===== src/rtl/multicycle_ctrl_fsm.sv =====
`default_nettype none
// ============================================================================
//  Module   : multicycle_ctrl_fsm
//  Purpose  : Moore control FSM for the multicycle ARM-like CPU. Sequences
//             fetch / decode / execute / memory / writeback over several
//             cycles around one shared ALU and one memory port. Conditional
//             strobes (PCS, RegW, MemW) are requests; the downstream
//             conditional unit gates them with CondEx.
//  Ports    : clk, reset (async, active-high)
//             i_op[1:0], i_funct[5:0], i_rd[3:0]   instruction fields
//             o_state[3:0]                          current state (debug)
//             o_ir_write, o_next_pc                 unconditional strobes
//             o_pcs, o_reg_w, o_mem_w               conditional requests
//             o_adr_src, o_result_src, o_alu_src_a,
//             o_alu_src_b, o_imm_src, o_reg_src     datapath mux selects
//             o_alu_control[ALUCTL_W-1:0], o_flag_w[1:0], o_illegal
//  Revision : 1.0  initial release
// ============================================================================
module multicycle_ctrl_fsm #(
  parameter int ALUCTL_W = 3   // 2 or 3; with 2, EOR and CMP are unimplemented
) (
  input  logic                clk,
  input  logic                reset,
  input  logic [1:0]          i_op,
  input  logic [5:0]          i_funct,
  input  logic [3:0]          i_rd,
  output logic [3:0]          o_state,
  output logic                o_ir_write,
  output logic                o_next_pc,
  output logic                o_pcs,
  output logic                o_reg_w,
  output logic                o_mem_w,
  output logic                o_adr_src,
  output logic [1:0]          o_result_src,
  output logic [1:0]          o_alu_src_a,
  output logic [1:0]          o_alu_src_b,
  output logic [1:0]          o_imm_src,
  output logic [1:0]          o_reg_src,
  output logic [ALUCTL_W-1:0] o_alu_control,
  output logic [1:0]          o_flag_w,
  output logic                o_illegal
);

  typedef enum logic [3:0] {
    S_FETCH  = 4'd0,
    S_DECODE = 4'd1,
    S_MEMADR = 4'd2,
    S_MEMRD  = 4'd3,
    S_MEMWB  = 4'd4,
    S_MEMWR  = 4'd5,
    S_EXECR  = 4'd6,
    S_EXECI  = 4'd7,
    S_ALUWB  = 4'd8,
    S_BRANCH = 4'd9
  } state_t;

  state_t     r_state;
  state_t     w_next;
  logic       r_nowrite_q;
  logic       r_illegal_q;

  // Data-processing decode (independent of state; only used in EXEC).
  logic [2:0] w_alu_code;
  logic       w_dp_legal;
  logic       w_dp_nowrite;
  logic       w_dp_arith;    // ADD/SUB/CMP also update C,V

  always_comb begin
    w_alu_code   = 3'd0;
    w_dp_legal   = 1'b1;
    w_dp_nowrite = 1'b0;
    w_dp_arith   = 1'b0;
    case (i_funct[4:1])
      4'b0100: begin w_alu_code = 3'd0; w_dp_arith = 1'b1; end       // ADD
      4'b0010: begin w_alu_code = 3'd1; w_dp_arith = 1'b1; end       // SUB
      4'b0000: w_alu_code = 3'd2;                                     // AND
      4'b1100: w_alu_code = 3'd3;                                     // ORR
      4'b0001: begin                                                  // EOR
        w_alu_code = 3'd4;
        w_dp_legal = (ALUCTL_W >= 3);
      end
      4'b1010: begin                                                  // CMP
        w_alu_code   = 3'd1;
        w_dp_arith   = 1'b1;
        w_dp_nowrite = 1'b1;
        w_dp_legal   = (ALUCTL_W >= 3) && i_funct[0];  // CMP without S is illegal
      end
      default: w_dp_legal = 1'b0;
    endcase
    if (!w_dp_legal) begin
      w_alu_code = 3'd0;
    end
  end

  // State register
  always_ff @(posedge clk or posedge reset) begin
    if (reset) begin
      r_state <= S_FETCH;
    end else begin
      r_state <= w_next;
    end
  end

  // Result of the EXEC-stage decode, held for ALUWB and cleared in FETCH.
  always_ff @(posedge clk or posedge reset) begin
    if (reset) begin
      r_nowrite_q <= 1'b0;
      r_illegal_q <= 1'b0;
    end else if (r_state == S_FETCH) begin
      r_nowrite_q <= 1'b0;
      r_illegal_q <= 1'b0;
    end else if (r_state == S_EXECR || r_state == S_EXECI) begin
      r_nowrite_q <= w_dp_nowrite;
      r_illegal_q <= ~w_dp_legal;
    end
  end

  logic       w_ir_write, w_next_pc, w_reg_w, w_mem_w, w_branch, w_exec, w_illegal;
  logic       w_adr_src;
  logic [1:0] w_result_src, w_alu_src_a, w_alu_src_b, w_flag_w;
  logic [2:0] w_alu_ctl;

  always_comb begin
    w_next       = S_FETCH;
    w_ir_write   = 1'b0;
    w_next_pc    = 1'b0;
    w_reg_w      = 1'b0;
    w_mem_w      = 1'b0;
    w_branch     = 1'b0;
    w_exec       = 1'b0;
    w_illegal    = 1'b0;
    w_adr_src    = 1'b0;
    w_result_src = 2'b00;
    w_alu_src_a  = 2'b00;
    w_alu_src_b  = 2'b00;
    w_flag_w     = 2'b00;
    w_alu_ctl    = 3'd0;
    case (r_state)
      S_FETCH: begin
        w_ir_write   = 1'b1;
        w_next_pc    = 1'b1;
        w_alu_src_a  = 2'b01;
        w_alu_src_b  = 2'b10;
        w_result_src = 2'b10;
        w_next       = S_DECODE;
      end
      S_DECODE: begin
        w_alu_src_a  = 2'b01;
        w_alu_src_b  = 2'b10;
        w_result_src = 2'b10;
        case (i_op)
          2'b01:   w_next = S_MEMADR;
          2'b00:   w_next = i_funct[5] ? S_EXECI : S_EXECR;
          2'b10:   w_next = S_BRANCH;
          default: begin
            w_next    = S_FETCH;
            w_illegal = 1'b1;
          end
        endcase
      end
      S_MEMADR: begin
        w_alu_src_b = 2'b01;
        w_next      = i_funct[0] ? S_MEMRD : S_MEMWR;
      end
      S_MEMRD: begin
        w_adr_src = 1'b1;
        w_next    = S_MEMWB;
      end
      S_MEMWB: begin
        w_result_src = 2'b01;
        w_reg_w      = 1'b1;
      end
      S_MEMWR: begin
        w_adr_src = 1'b1;
        w_mem_w   = 1'b1;
      end
      S_EXECR: begin
        w_exec = 1'b1;
        w_next = S_ALUWB;
      end
      S_EXECI: begin
        w_exec      = 1'b1;
        w_alu_src_b = 2'b01;
        w_next      = S_ALUWB;
      end
      S_ALUWB: begin
        w_reg_w = ~r_nowrite_q & ~r_illegal_q;
      end
      S_BRANCH: begin
        w_alu_src_a  = 2'b10;
        w_alu_src_b  = 2'b01;
        w_result_src = 2'b10;
        w_branch     = 1'b1;
      end
      default: w_next = S_FETCH;  // codes 10-15 recover to FETCH
    endcase

    if (w_exec) begin
      if (w_dp_legal) begin
        w_alu_ctl = w_alu_code;
        w_flag_w  = {i_funct[0], i_funct[0] & w_dp_arith};
      end else begin
        w_illegal = 1'b1;
      end
    end
  end

  assign o_state       = r_state;
  assign o_adr_src     = w_adr_src;
  assign o_result_src  = w_result_src;
  assign o_alu_src_a   = w_alu_src_a;
  assign o_alu_src_b   = w_alu_src_b;
  assign o_imm_src     = i_op;
  assign o_reg_src     = {i_op == 2'b01, i_op == 2'b10};
  assign o_alu_control = w_alu_ctl[ALUCTL_W-1:0];

  // Strobes are held low for the whole reset pulse, not just after the edge.
  assign o_ir_write = w_ir_write & ~reset;
  assign o_next_pc  = w_next_pc  & ~reset;
  assign o_reg_w    = w_reg_w    & ~reset;
  assign o_mem_w    = w_mem_w    & ~reset;
  assign o_pcs      = ((w_reg_w && i_rd == 4'hF) || w_branch) & ~reset;
  assign o_flag_w   = w_flag_w   & {2{~reset}};
  assign o_illegal  = w_illegal  & ~reset;

endmodule
`default_nettype wire


===== config.mk =====
export PLATFORM = sky130hd
export DESIGN_NAME = multicycle_ctrl_fsm
export DESIGN_NICKNAME = d
export VERILOG_FILES = /design/src/rtl/multicycle_ctrl_fsm.sv
export SDC_FILE = /design/constraint.sdc
export NUM_CORES = 1
export LEC_CHECK = 0
export BUFFER_PORTS_ARGS = -buffer_cell sky130_fd_sc_hd__clkbuf_2
export CAP_MARGIN = 10
export CORE_MARGIN = 2
export CORE_UTILIZATION = 34
export CTS_BUF_LIST = sky130_fd_sc_hd__clkbuf_4 sky130_fd_sc_hd__clkbuf_8 sky130_fd_sc_hd__clkbuf_16
export CTS_CLUSTER_SIZE = 14
export DETAILED_ROUTE_END_ITERATION = 16
export MAX_ROUTING_LAYER = met4
export PLACE_DENSITY = 0.76
export SKIP_CTS_REPAIR_TIMING = 1
export SLEW_MARGIN = 10
export SYNTH_ARGS = -nofsm -noshare
export SYNTH_HDL_FRONTEND = slang
export SYNTH_SLANG_ARGS = --single-unit

===== constraint.sdc =====
create_clock -name clk -period 3.6 [get_ports clk]
set_input_delay 0.36 -clock clk [delete_from_list [all_inputs] [get_ports clk]]
set_output_delay 0.36 -clock clk [all_outputs]
set_load 0.005 [all_outputs]

Word-level counts from Yosys, hierarchy flattened
Cells that the tools add are included.
{"block": "op_classes", "order_cmp": 0, "n_div": 0, "reduce_logical": 16, "shifts": 0, "n_mux": 29, "n_mul": 0, "n_bitwise": 12, "addsub": 0, "n_eq_ne": 17}
{"op": "equality test 4 x 3 -> 1 bit (second input constant)", "count": 5}
{"op": "equality test 4 bit (second input constant)", "count": 5}
{"op": "one-hot mux 4 bit (5 select lines)", "count": 1}
{"op": "two-way mux 1 bit", "count": 16}
{"op": "equality test 4 x 2 -> 1 bit (second input constant)", "count": 3}
{"op": "one-hot mux 2 bit (2 select lines)", "count": 3}
{"op": "one-hot mux 3 bit (4 select lines)", "count": 1}
{"op": "one-hot mux 4 bit (3 select lines)", "count": 1}
{"op": "OR reduction 3 bit", "count": 4}
{"op": "two-way mux 3 bit", "count": 3}
{"op": "equality test 4 x 1 -> 1 bit (second input constant)", "count": 2}
{"op": "zero test 4 bit", "count": 2}
{"op": "OR reduction 2 bit", "count": 4}
{"op": "AND 1 bit", "count": 7}
{"op": "OR reduction 5 bit", "count": 1}
{"op": "two-way mux 2 bit", "count": 2}
{"op": "inverter 1 bit", "count": 4}
{"op": "one-hot mux 1 bit (2 select lines)", "count": 2}
{"op": "AND 2 bit", "count": 1}
{"op": "equality test 2 x 1 -> 1 bit (second input constant)", "count": 1}
{"op": "equality test 2 bit (second input constant)", "count": 1}
{"op": "zero test 2 bit", "count": 1}
{"op": "logical OR 1 bit", "count": 2}
{"op": "nonzero test 2 bit", "count": 1}
{"op": "logical AND 1 bit", "count": 1}
{"block": "totals", "inputBits": 14, "ff_bits": 6, "out_inout_bits": 26, "mem_count": 0, "rom_bits": 0, "ram_bits": 0, "latch_bits": 0, "word_cells": 77}

Logic depth before layout (Yosys ltp)
{"block": "logic_depth", "depth_word": 7, "depth_mapped": 4, "mapped_depth_nobuf": 3}

Least setup slack after synthesis
Ideal clock, no wire load.
{"block": "synth_path", "path_type": "input-to-output", "start": "input port i_funct[3]", "end": "output port o_alu_control[0]", "t_arrival_ns": 1.276, "path_stages": 4, "path_buffers": 1, "required_ns": 3.240, "setup_slack_ns": 1.964, "cell_sequence": "buf_6 -> mux2_4 -> o32a_2 -> a2111oi_2"}
{"block": "synth_via", "elab_chain_cells": 5}
{"item": "from (decl)", "line_no": "25", "source": "input logic [5:0] i_funct,"}
{"item": "equality test 4 x 2 -> 1 bit, or another cell as far along", "line_no": "73", "source": "case (i_funct[4:1])"}
{"item": "OR reduction 5 bit (no source line) or OR reduction 2 bit (tied branches)"}
{"item": "one-hot mux 1 bit (2 select lines) or one-hot mux 3 bit (4 select lines) (tied branches)", "line_no": "73"}
{"item": "two-way mux 3 bit *", "line_no": "199", "source": "if (w_dp_legal) begin"}
{"item": "two-way mux 3 bit *", "line_no": "198", "source": "if (w_exec) begin"}
{"item": "to (decl)", "line_no": "39", "source": "output logic [ALUCTL_W-1:0] o_alu_control,"}
Mark *: on every way between the ends. The rest lies on a longest branch, timed or not.

Worst setup path in the final report
{"block": "layout_path", "start": "register r_state[2] (netlist: o_state[2])", "end": "output port o_pcs"}
{"block": "layout_via", "elab_chain_cells": 5}
{"item": "from (decl)", "line_no": "57", "source": "state_t r_state;"}
{"item": "from (signal assigned)", "line_no": "100", "source": "r_state <= w_next;"}
{"item": "equality test 4 bit or equality test 4 x 3 -> 1 bit (tied branches)", "line_no": "138", "source": "case (r_state)"}
{"item": "one-hot mux 1 bit (2 select lines)", "line_no": "138"}
{"item": "logical AND 1 bit", "line_no": "222", "source": "assign o_pcs = ((w_reg_w && i_rd == 4'hF) || w_branch) & ~reset;"}
{"item": "logical OR 1 bit *", "line_no": "222"}
{"item": "AND 1 bit *", "line_no": "222"}
{"item": "to (decl)", "line_no": "30", "source": "output logic o_pcs,"}
Marked as above.

==> results.yml <==
status:
  status: "completed"
route:
  drt_iter0_drc: 16
  ant_nets: 0
  drc: 0
  vias_per_cell: 5.12
  vias: 711
  routed_wirelength_mm: 1.60
  dr.pass1.iters: 4
  wl_per_cell_um: 11.5
clock_network:
  clk_pin_slew_worst_paths_ps: 40
  root_buffer: "clkbuf_4"
  cts_buffers: 3
  cts_buffer_depth: 2
  clk_latency_ps: 230
  cts_tree: "done"
  htreeDepth: 1
  cts.sinks: 6
setup_path:
  r2r-start: "o_state[2]$_DFF_PP0_"
  slowest_delay_ps: 520
  cp_num_buf_inv: 1
  required_ps: 3240
  cp_max_fo: 12
  reg2reg_depth: 3
  reg2reg_to: "r_illegal_q$_DFFE_PP0P_"
  crit_family: "simple AND/OR/NAND/NOR gates"
  path_class: "flip-flop to output port"
  endpoint_kind: "output port"
  worstPathArrival_ps: 1680
  start_kind: "flip-flop"
  crit_chain: "nor4b_1 -> o211ai_1 -> a21oi_1 -> clkbuf_2"
  r2r_slack_ps: 2170
  slowest_stage: "nor4b_1"
timing:
  hold_viol: 0
  tns_ps: 0
  finalMaxSlewViolations: 0
  slew_headroom_pct: 67.1
  setup_ws_ps: 1560
  fin_hold_ws_ps: 117
  period_share_pct: 56.6
  fin_skew_ps: 0.273
  rsz0062_at_grt: "no"
  tightest_slew_ps: 486
  setup_violations: 0
  period_minus_slack_ps: 2040
  timing.fmax_mhz: 491
yosys:
  synthCells: 81
  yosysMostFrequentCell: "nor2_1"
  async_flop_share_pct: 100
  synth.distinct_cells: 39
  netlist_top_cells_area: "dfrtp_1 24%, nor2_1 6.5%, nand2b_1 3.9%"
  synth_ff_type: "dfrtp_1"
  synth_seq_cells: 6
  synth_commonest_cells: "11 x nor2_1, 6 x dfrtp_1"
  syn_avg_cell_area_um2: 7.83
  synth_nets: 95
  synth.top_cell.area_share_pct: 23.7
  synth_area_um2: 634
  synth_edf_count: 0
  synth_top_area_cell: "dfrtp_1"
  yosysSeqAreaShare_pct: 23.7
  ys_warn_count: 0
cells_and_area:
  multi_input_area_um2: 413
  final_nets: 130
  drive_gt1_share_pct: 41.2
  register_area_um2: 150
  diodes: 0
  n_fill_cell: 193
  area_growth_pct: 30.4
  final_cells: 139
  final_area_um2: 827
floorplan:
  die_h_um: 47.2
  start_util_pct: 36.3
  rows: 15
  design.die.area_um2: 2230
  ioPinCount: 40
  fp.coreArea_um2: 1750
  die_x_um: 47.2
pwr:
  peakVddDrop_v: 0.000351
  powerDensity_nw_per_um2: 645
  power_leakage_nw: 0.442
global_routing:
  grt_first_pass_wirelength_mm: 2.50
  grt_pass1_vias: 622
  grt_overflow: 0
  grt_antenna_before_repair: 0
  grt_start_max_net_pins: 16
  grt_use_total_pct: 16.2
placement:
  pre_cts_ws_ps: 1720
  place_hpwl_mm: 1.26
  place_congestion: 0.801
  port_buffers: 39
  place_inst: 136
  placed_cell_area_um2: 805
job:
  drv_cap: 0
worst_hold_path:
  hold_class: "primary input to async pin"
[layout make-up]
class,instances,share of cell area (%)
Timing Repair Buffer,39,23.6
Clock buffer,3,2.72
Sequential cell,6,18.2
Multi-Input combinational cell,62,49.9
Tap cell,25,3.78
Inverter,4,1.82
[worst max-delay path by stage]
stage / slack (ps) / from / cells after the start / to
after global routing: 1450 / o_state[2]$_DFF_PP0_ / 4 / o_pcs
after detailed placement: 1720 / i_funct[3] / 5 / o_alu_control[0]
final: 1560 / o_state[2]$_DFF_PP0_ / 4 / o_pcs
after global placement: 1750 / i_funct[3] / 5 / o_alu_control[0]
after floorplan: 1960 / i_funct[3] / 4 / o_alu_control[0]
after CTS: 1570 / o_state[2]$_DFF_PP0_ / 4 / o_pcs
[stage by stage]
| step | utilization (%) | total power, mW |
|---|---|---|
| after floorplan | - | 0.366 |
| after global placement | 46.1 | 0.473 |
| after detailed placement | 46.1 | 0.479 |
| after CTS | 47.4 | 0.541 |
| after global routing | 47.4 | 0.599 |
| final | 47.4 | 0.533 |
[flip-flops by register name, indices dropped and copies added (netlist names)]
| register | flops |
|---|---|
| o_state | 4 |
| r_illegal_q | 1 |
| r_nowrite_q | 1 |
[cell families (layout without fill, tap and decap cells)]
family	count (synthesis)	after routing	share of synthesized area (%)
simple gates	38	38	34.3
buf+inv	13	46	11.2
mux	1	1	2.37
compound gates	20	20	24.3
xor+xnor	3	3	4.14
flops	6	6	23.7
[routing by layer]
metal	global-route usage, %	wire length, um	up-vias
met1	20.7	677	335
li1	-	-	358
met2	24.9	839	16
met5	-	0	-
met3	1.15	71	2
met4	9.44	10	0
[power breakdown]
group / internal, mW / switching (mW)
Clock: 0.0374 / 0.0198
Combinational: 0.155 / 0.153
Sequential: 0.0948 / 0.0732
[cell usage in the layout, fill, tap and decap left out]
master / synthesis / layout
and4bb_2: 1 / 1
o211a_1: 1 / 1
a21boi_0: 1 / 1
a2bb2o_1: 1 / 1
dfrtp_1: 6 / 6
a22oi_1: 1 / 1
a21o_1: 1 / 1
or3b_2: 1 / 1
o22a_1: 1 / 1
xnor2_1: 1 / 1
and4_1: 1 / 1
nand3b_1: 3 / 3
nor4_1: 1 / 1
a2111oi_2: 1 / 1
nor2_1: 11 / 11
a211oi_1: 2 / 2
o21ai_0: 3 / 3
nand2_1: 2 / 2
nor4b_1: 1 / 1
o211ai_1: 1 / 1
nor2b_1: 4 / 4
and3_1: 1 / 1
nand3_1: 2 / 2
clkbuf_4: 0 / 3
clkbuf_2: 0 / 39
o31ai_1: 1 / 1
nor3_1: 4 / 4
inv_1: 4 / 4
o32a_2: 1 / 1
a21oi_1: 3 / 3
nand2b_1: 4 / 4
xor2_1: 2 / 2
o22ai_1: 1 / 1
and3b_1: 1 / 1
mux2_4: 1 / 1
or2_1: 1 / 1
o311a_1: 1 / 1
(Power assumes the default switching activity.)
